File: config.mk
export PLATFORM = sky130hd
export DESIGN_NAME = spi_dac_multi
export DESIGN_NICKNAME = d
export VERILOG_FILES = /design/src/rtl/spi_dac_multi.sv
export SDC_FILE = /design/constraint.sdc
export NUM_CORES = 1
export LEC_CHECK = 0
export ABC_AREA = 1
export BUFFER_PORTS_ARGS = -buffer_cell sky130_fd_sc_hd__buf_2
export CAP_MARGIN = 20
export CORE_MARGIN = 3
export CORE_UTILIZATION = 45
export CTS_BUF_LIST = sky130_fd_sc_hd__clkbuf_16
export DETAILED_ROUTE_END_ITERATION = 12
export GPL_TIMING_DRIVEN = 0
export PLACE_DENSITY = 0.67
export SKIP_CTS_REPAIR_TIMING = 1
export SLEW_MARGIN = 20
export SYNTH_ARGS = -nofsm -noshare
export SYNTH_HDL_FRONTEND = slang
export SYNTH_SLANG_ARGS = --single-unit
File: constraint.sdc
create_clock -name CLK -period 1.35 [get_ports CLK]
set_input_delay 0.3375 -clock CLK [delete_from_list [all_inputs] [get_ports CLK]]
set_output_delay 0.3375 -clock CLK [all_outputs]
set_load 0.01 [all_outputs]
File: src/rtl/spi_dac_multi.sv
// rtl/spi_dac_multi.sv - multi-channel SPI DAC frame serializer
//
// Purpose: accepts (CH, DATA) requests into a one-deep holding register and
// shifts each word out MSB first to the selected DAC over SCLK/SDO, with a
// per-channel active-low chip select and a minimum CS-high gap between frames.
//
// Ports:
//    CLK      in   system clock, rising edge
//    RESET_N  in   asynchronous active-low reset
//    TR       in   request strobe, taken when READY=1
//    CH       in   target channel, sampled with TR
//    DATA     in   frame word, sampled with TR
//    READY    out  holding register empty
//    DA_CS    out  per-channel chip select, active-low
//    DA_SCLK  out  serial clock, idle low
//    DA_SDO   out  serial data, MSB first
//    BUSY     out  frame accepted, running or in CS gap
//    DONE     out  one-cycle pulse on the cycle CS returns high
//    ERR      out  one-cycle pulse for a request with CH >= CH_N

module spi_dac_multi #(
   parameter int DATA_W  = 24,
   parameter int CH_N    = 2,
   parameter int CLK_DIV = 2,
   parameter int CS_GAP  = 2,
   parameter int CH_W    = (CH_N > 1) ? $clog2(CH_N) : 1
) (
   input  logic              CLK,
   input  logic              RESET_N,
   input  logic              TR,
   input  logic [CH_W-1:0]   CH,
   input  logic [DATA_W-1:0] DATA,
   output logic              READY,
   output logic [CH_N-1:0]   DA_CS,
   output logic              DA_SCLK,
   output logic              DA_SDO,
   output logic              BUSY,
   output logic              DONE,
   output logic              ERR
);

   localparam int CNT_MAX = (CLK_DIV > CS_GAP) ? CLK_DIV : CS_GAP;
   localparam int CNT_W   = $clog2(CNT_MAX + 1);
   localparam int BIT_W   = $clog2(DATA_W + 1);

   localparam logic [CNT_W-1:0] DIV_LAST = CNT_W'(CLK_DIV - 1);
   localparam logic [CNT_W-1:0] GAP_LAST = CNT_W'(CS_GAP - 1);
   localparam logic [BIT_W-1:0] BIT_LAST = BIT_W'(DATA_W - 1);

   typedef enum logic [2:0] {
      S_IDLE   = 3'd0,
      S_SETUP  = 3'd1,
      S_SCLK_H = 3'd2,
      S_SCLK_L = 3'd3,
      S_HOLD   = 3'd4,
      S_GAP    = 3'd5
   } state_t;

   state_t            state;
   state_t            state_nxt;

   logic              armed;
   logic              hold_full;
   logic [CH_W-1:0]   hold_ch;
   logic [DATA_W-1:0] hold_data;
   logic [CH_W-1:0]   cur_ch;
   logic [DATA_W-1:0] shift_reg;
   logic [CNT_W-1:0]  cnt;
   logic [BIT_W-1:0]  bit_cnt;
   logic              err_q;
   logic              cs_active;

   logic [31:0]       ch_ext;
   logic              ch_ok;
   logic              req_take;
   logic              accept;
   logic              reject;
   logic              load;
   logic              phase_end;
   logic              gap_end;

   assign ch_ext    = 32'(CH);
   assign ch_ok     = (ch_ext < 32'(CH_N));
   // armed stays low for the first edge after reset release, so a TR that
   // is already high while reset lifts is not taken as a request.
   assign req_take  = TR && !hold_full && armed;
   assign accept    = req_take && ch_ok;
   assign reject    = req_take && !ch_ok;
   assign load      = (state == S_IDLE) && hold_full;
   assign phase_end = (cnt == DIV_LAST);
   assign gap_end   = (cnt == GAP_LAST);

   assign READY = !hold_full;
   assign BUSY  = hold_full || (state != S_IDLE);
   assign ERR   = err_q;

   always_ff @(posedge CLK or negedge RESET_N) begin
      if (!RESET_N) begin
         state <= S_IDLE;
      end else begin
         state <= state_nxt;
      end
   end

   // The last SCLK high phase goes straight to HOLD: HOLD doubles as the
   // final low half-period, which gives CS low for CLK_DIV*(2*DATA_W+1).
   always_comb begin
      state_nxt = state;
      case (state)
         S_IDLE:   if (hold_full) state_nxt = S_SETUP;
         S_SETUP:  if (phase_end) state_nxt = S_SCLK_H;
         S_SCLK_H: if (phase_end) state_nxt = (bit_cnt == BIT_LAST) ? S_HOLD : S_SCLK_L;
         S_SCLK_L: if (phase_end) state_nxt = S_SCLK_H;
         S_HOLD:   if (phase_end) state_nxt = S_GAP;
         S_GAP:    if (gap_end)   state_nxt = S_IDLE;
         default:  state_nxt = S_IDLE;
      endcase
   end

   always_comb begin
      cs_active = 1'b0;
      DONE      = 1'b0;
      DA_CS     = '1;
      case (state)
         S_SETUP, S_SCLK_H, S_SCLK_L, S_HOLD: cs_active = 1'b1;
         S_GAP:   DONE = (cnt == '0);
         default: ;
      endcase
      DA_SCLK = (state == S_SCLK_H);
      for (int i = 0; i < CH_N; i++) begin
         if (cs_active && (cur_ch == CH_W'(i))) DA_CS[i] = 1'b0;
      end
      DA_SDO = cs_active & shift_reg[DATA_W-1];
   end

   always_ff @(posedge CLK or negedge RESET_N) begin
      if (!RESET_N) begin
         armed     <= 1'b0;
         hold_full <= 1'b0;
         hold_ch   <= '0;
         hold_data <= '0;
         cur_ch    <= '0;
         shift_reg <= '0;
         cnt       <= '0;
         bit_cnt   <= '0;
         err_q     <= 1'b0;
      end else begin
         armed <= 1'b1;
         err_q <= reject;

         // Phase counter restarts on every state change.
         if ((state_nxt != state) || (state == S_IDLE)) begin
            cnt <= '0;
         end else begin
            cnt <= cnt + 1'b1;
         end

         // accept needs an empty holder and load needs a full one, so the
         // two never coincide.
         if (load) begin
            hold_full <= 1'b0;
         end else if (accept) begin
            hold_full <= 1'b1;
            hold_ch   <= CH;
            hold_data <= DATA;
         end

         if (load) begin
            shift_reg <= hold_data;
            cur_ch    <= hold_ch;
            bit_cnt   <= '0;
         end else if ((state == S_SCLK_H) && phase_end && (bit_cnt != BIT_LAST)) begin
            shift_reg <= shift_reg << 1;
            bit_cnt   <= bit_cnt + 1'b1;
         end
      end
   end

endmodule

==> metrics <==
Post-Syn Area per Cell=between 9 and 10 sq um; critical path type=reg2out; Die Area=0.00717 sq mm; Distinct cells, synth=34; Final Util=67.1%; CTS tree=yes; fin crit share=137%; hold endpoint=hold_data[3]; area share of the largest cell type after synthesis=55.7%; worst hold start=DATA[3]; Cell Area, Synth=0.00279 sq mm; vias per inst=5.16; Post-Synth Simple-Gate Area=17.9%; Hold Violations, Final=0; share of layout cells above drive strength 1=47.6%; Setup Skew=0.00605 ns; row count=28; Syn Nets=317; drt first pass iters=5; pwr/cell area=1230 mW/mm^2; EDFF count, synth=0; initial antenna violation count=0; # diodes=0; Critical R2R Capture=shift_reg[23]; Clock Path Buffers=2; total grt overflow=0; via count=about 2300; CTS buffer count=9; post-synthesis mux area share=8.49%; clk_lat worst skew=0.33 ns; wirelength, routed=6.71 mm; Reg area=0.00155 sq mm; Peak Freq=541 MHz; xor/xnor share of the synthesized area=0%; IO Port Bufs=34; MaxCap Viol Count=0; top cells by count, synth=62 x dfrtp_1, 62 x nand2_1, 32 x nor2_1; ANT nets after route=0; H-tree depth=3; Ys Warns=0; vias in the first global route=just under 2000; core area=approximately 0.006 sq mm; register area share after synthesis=55.7%; number of max-slew violations in the final report=0; Worst Hold Class=in2reg; unrepaired setup endpoints after global routing=true; largest family of logic cells by synthesized area=simple AND/OR/NAND/NOR gates; crit end category=primary output; DR WL/cell=15.1 um; Net count, final=396; failing checks=negative setup slack; LEAKAGE=roughly 1.8 nW; Compound-Gate Fraction of Synth Area=9.97%; Clock Sink Count=62; prevailing post-synth register cell=dfrtp_1; Final Wtd Congestion=around 0.81; Synth Area in Adders=1.35%; DP Area=between 0.003 and 0.004 sq mm; outcome=finished, violations left; DIE WIDTH=84.7 um; maximum vdd ir drop=0.000877 V; worst r2r path cells=9; Worst Hold Slack=0.239 ns; fill count=around 440; clock-pin slew on the worst setup and hold paths=0.05 ns; leading area contributor after synthesis=dfrtp_1; Initial Utilization=46.8%; Design Power=4.93 mW; reg-to-reg startpoint=bit_cnt[1]; Design Area, Final=around 0.004 sq mm; Die Height=about 85 um; FF+latch count, synth=62; crit path DAT=1.51 ns; total track usage=16.6%; DRC viols=0; root buf cell=clkbuf_16; Worst Path Required=about 1.0 ns; Multi-input gate area=0.00129 sq mm; synth top area cells=dfrtp_1 56%, mux2_2 8.5%, nand2_1 8.4%; Async SR Flop Fraction=100%; worst hold stages=2; HPWL after DPL=roughly 3.6 mm; synth-to-layout area growth=43.4%; Cells after Synth=286; Final WS setup=-0.498 ns; io pins=36; Worst R2R Setup Slack=-0.36 ns; first-pass GRT wire length=about 9.4 mm; critical path fanouts, max=5; minimum clock period=roughly 1.8 ns; DRT iter0 DRCs=209; Final Setup Violations=39; largest net degree at the start of global routing=37; startpoint types=register
stage by stage:
stage,setup TNS (ns),std cells,worst slack (ns)
after floorplan,-0.825,286,-0.0435
after global placement,-23.26,395,-0.273
after detailed placement,-7.73,396,-0.242
after CTS,-10.69,412,-0.581
after global routing,-12.65,445,-0.566
final,-10.06,445,-0.498
final cells by class:
class	instances	share of cell area, %
inverters	24	2.69
plain buffers	13	3.29
well taps	75	2.35
flip-flops and latches	62	38.9
clock inverters	7	1.28
repair buffers	67	13.4
clock buffers	9	5.64
multi-input cells	187	32.3
repair inverters	1	0.157
cells by family (layout without fill, tap and decap cells):
group | Yosys count | count (layout)
buffers and inverters | 37 | 121
multiplexers | 21 | 21
AND/OR/NAND/NOR | 115 | 115
other | 2 | 2
AO/OA/AOI/OAI | 46 | 46
adder cells (fa/ha/maj) | 3 | 3
flip-flops | 62 | 62
cell usage in the layout (no fill, tap or decap), types with 11 or more instances in the layout:
cell type and n:
buf_4 26, mux2_2 21, nand2_1 58, inv_1 15, dfrtp_1 60, buf_2 35
a31oi_1 19, nor2_4 11, nor2_2 16, clkbuf_16 13
per-layer routing:
layer  GRT usage, %  wire length, um  vias to the layer above
met5              0                0                        -
met2           25.6             3550                       47
met3           5.20              269                       10
met1           22.0             2800                     1124
li1               -                -                     1114
met4           6.47               85                        0
where the power goes:
| group | internal (mW) | total, mW | switching (mW) |
|---|---|---|---|
| clock | 1.24 | 2.10 | 0.860 |
| sequential | 2.19 | 2.36 | 0.165 |
| combinational | 0.275 | 0.470 | 0.195 |
| total | 3.71 | 4.93 | 1.22 |
critical path: stages (launching register included):
cell	delay [ns]
dfrtp_2	0.43
inv_4	0.07
nor2_4	0.10
nand3b_1	0.16
nand2_1	0.09
or2_4	0.23
buf_6	0.12
worst max-delay path by stage:
stage | from | to | slack [ns] | depth (start not counted)
2_1_floorplan | state[0] | shift_reg[10] | -0.04 | 8
3_3_place_gp | RESET_N | hold_data[18] | -0.27 | 1
3_5_place_dp | state[0] | shift_reg[19] | -0.24 | 8
4_1_cts | state[0] | DA_CS[0] | -0.58 | 6
5_1_grt | state[0] | DA_CS[0] | -0.57 | 6
6_report | state[0] | DA_CS[0] | -0.50 | 6
Power figures use the tool's default switching activity.
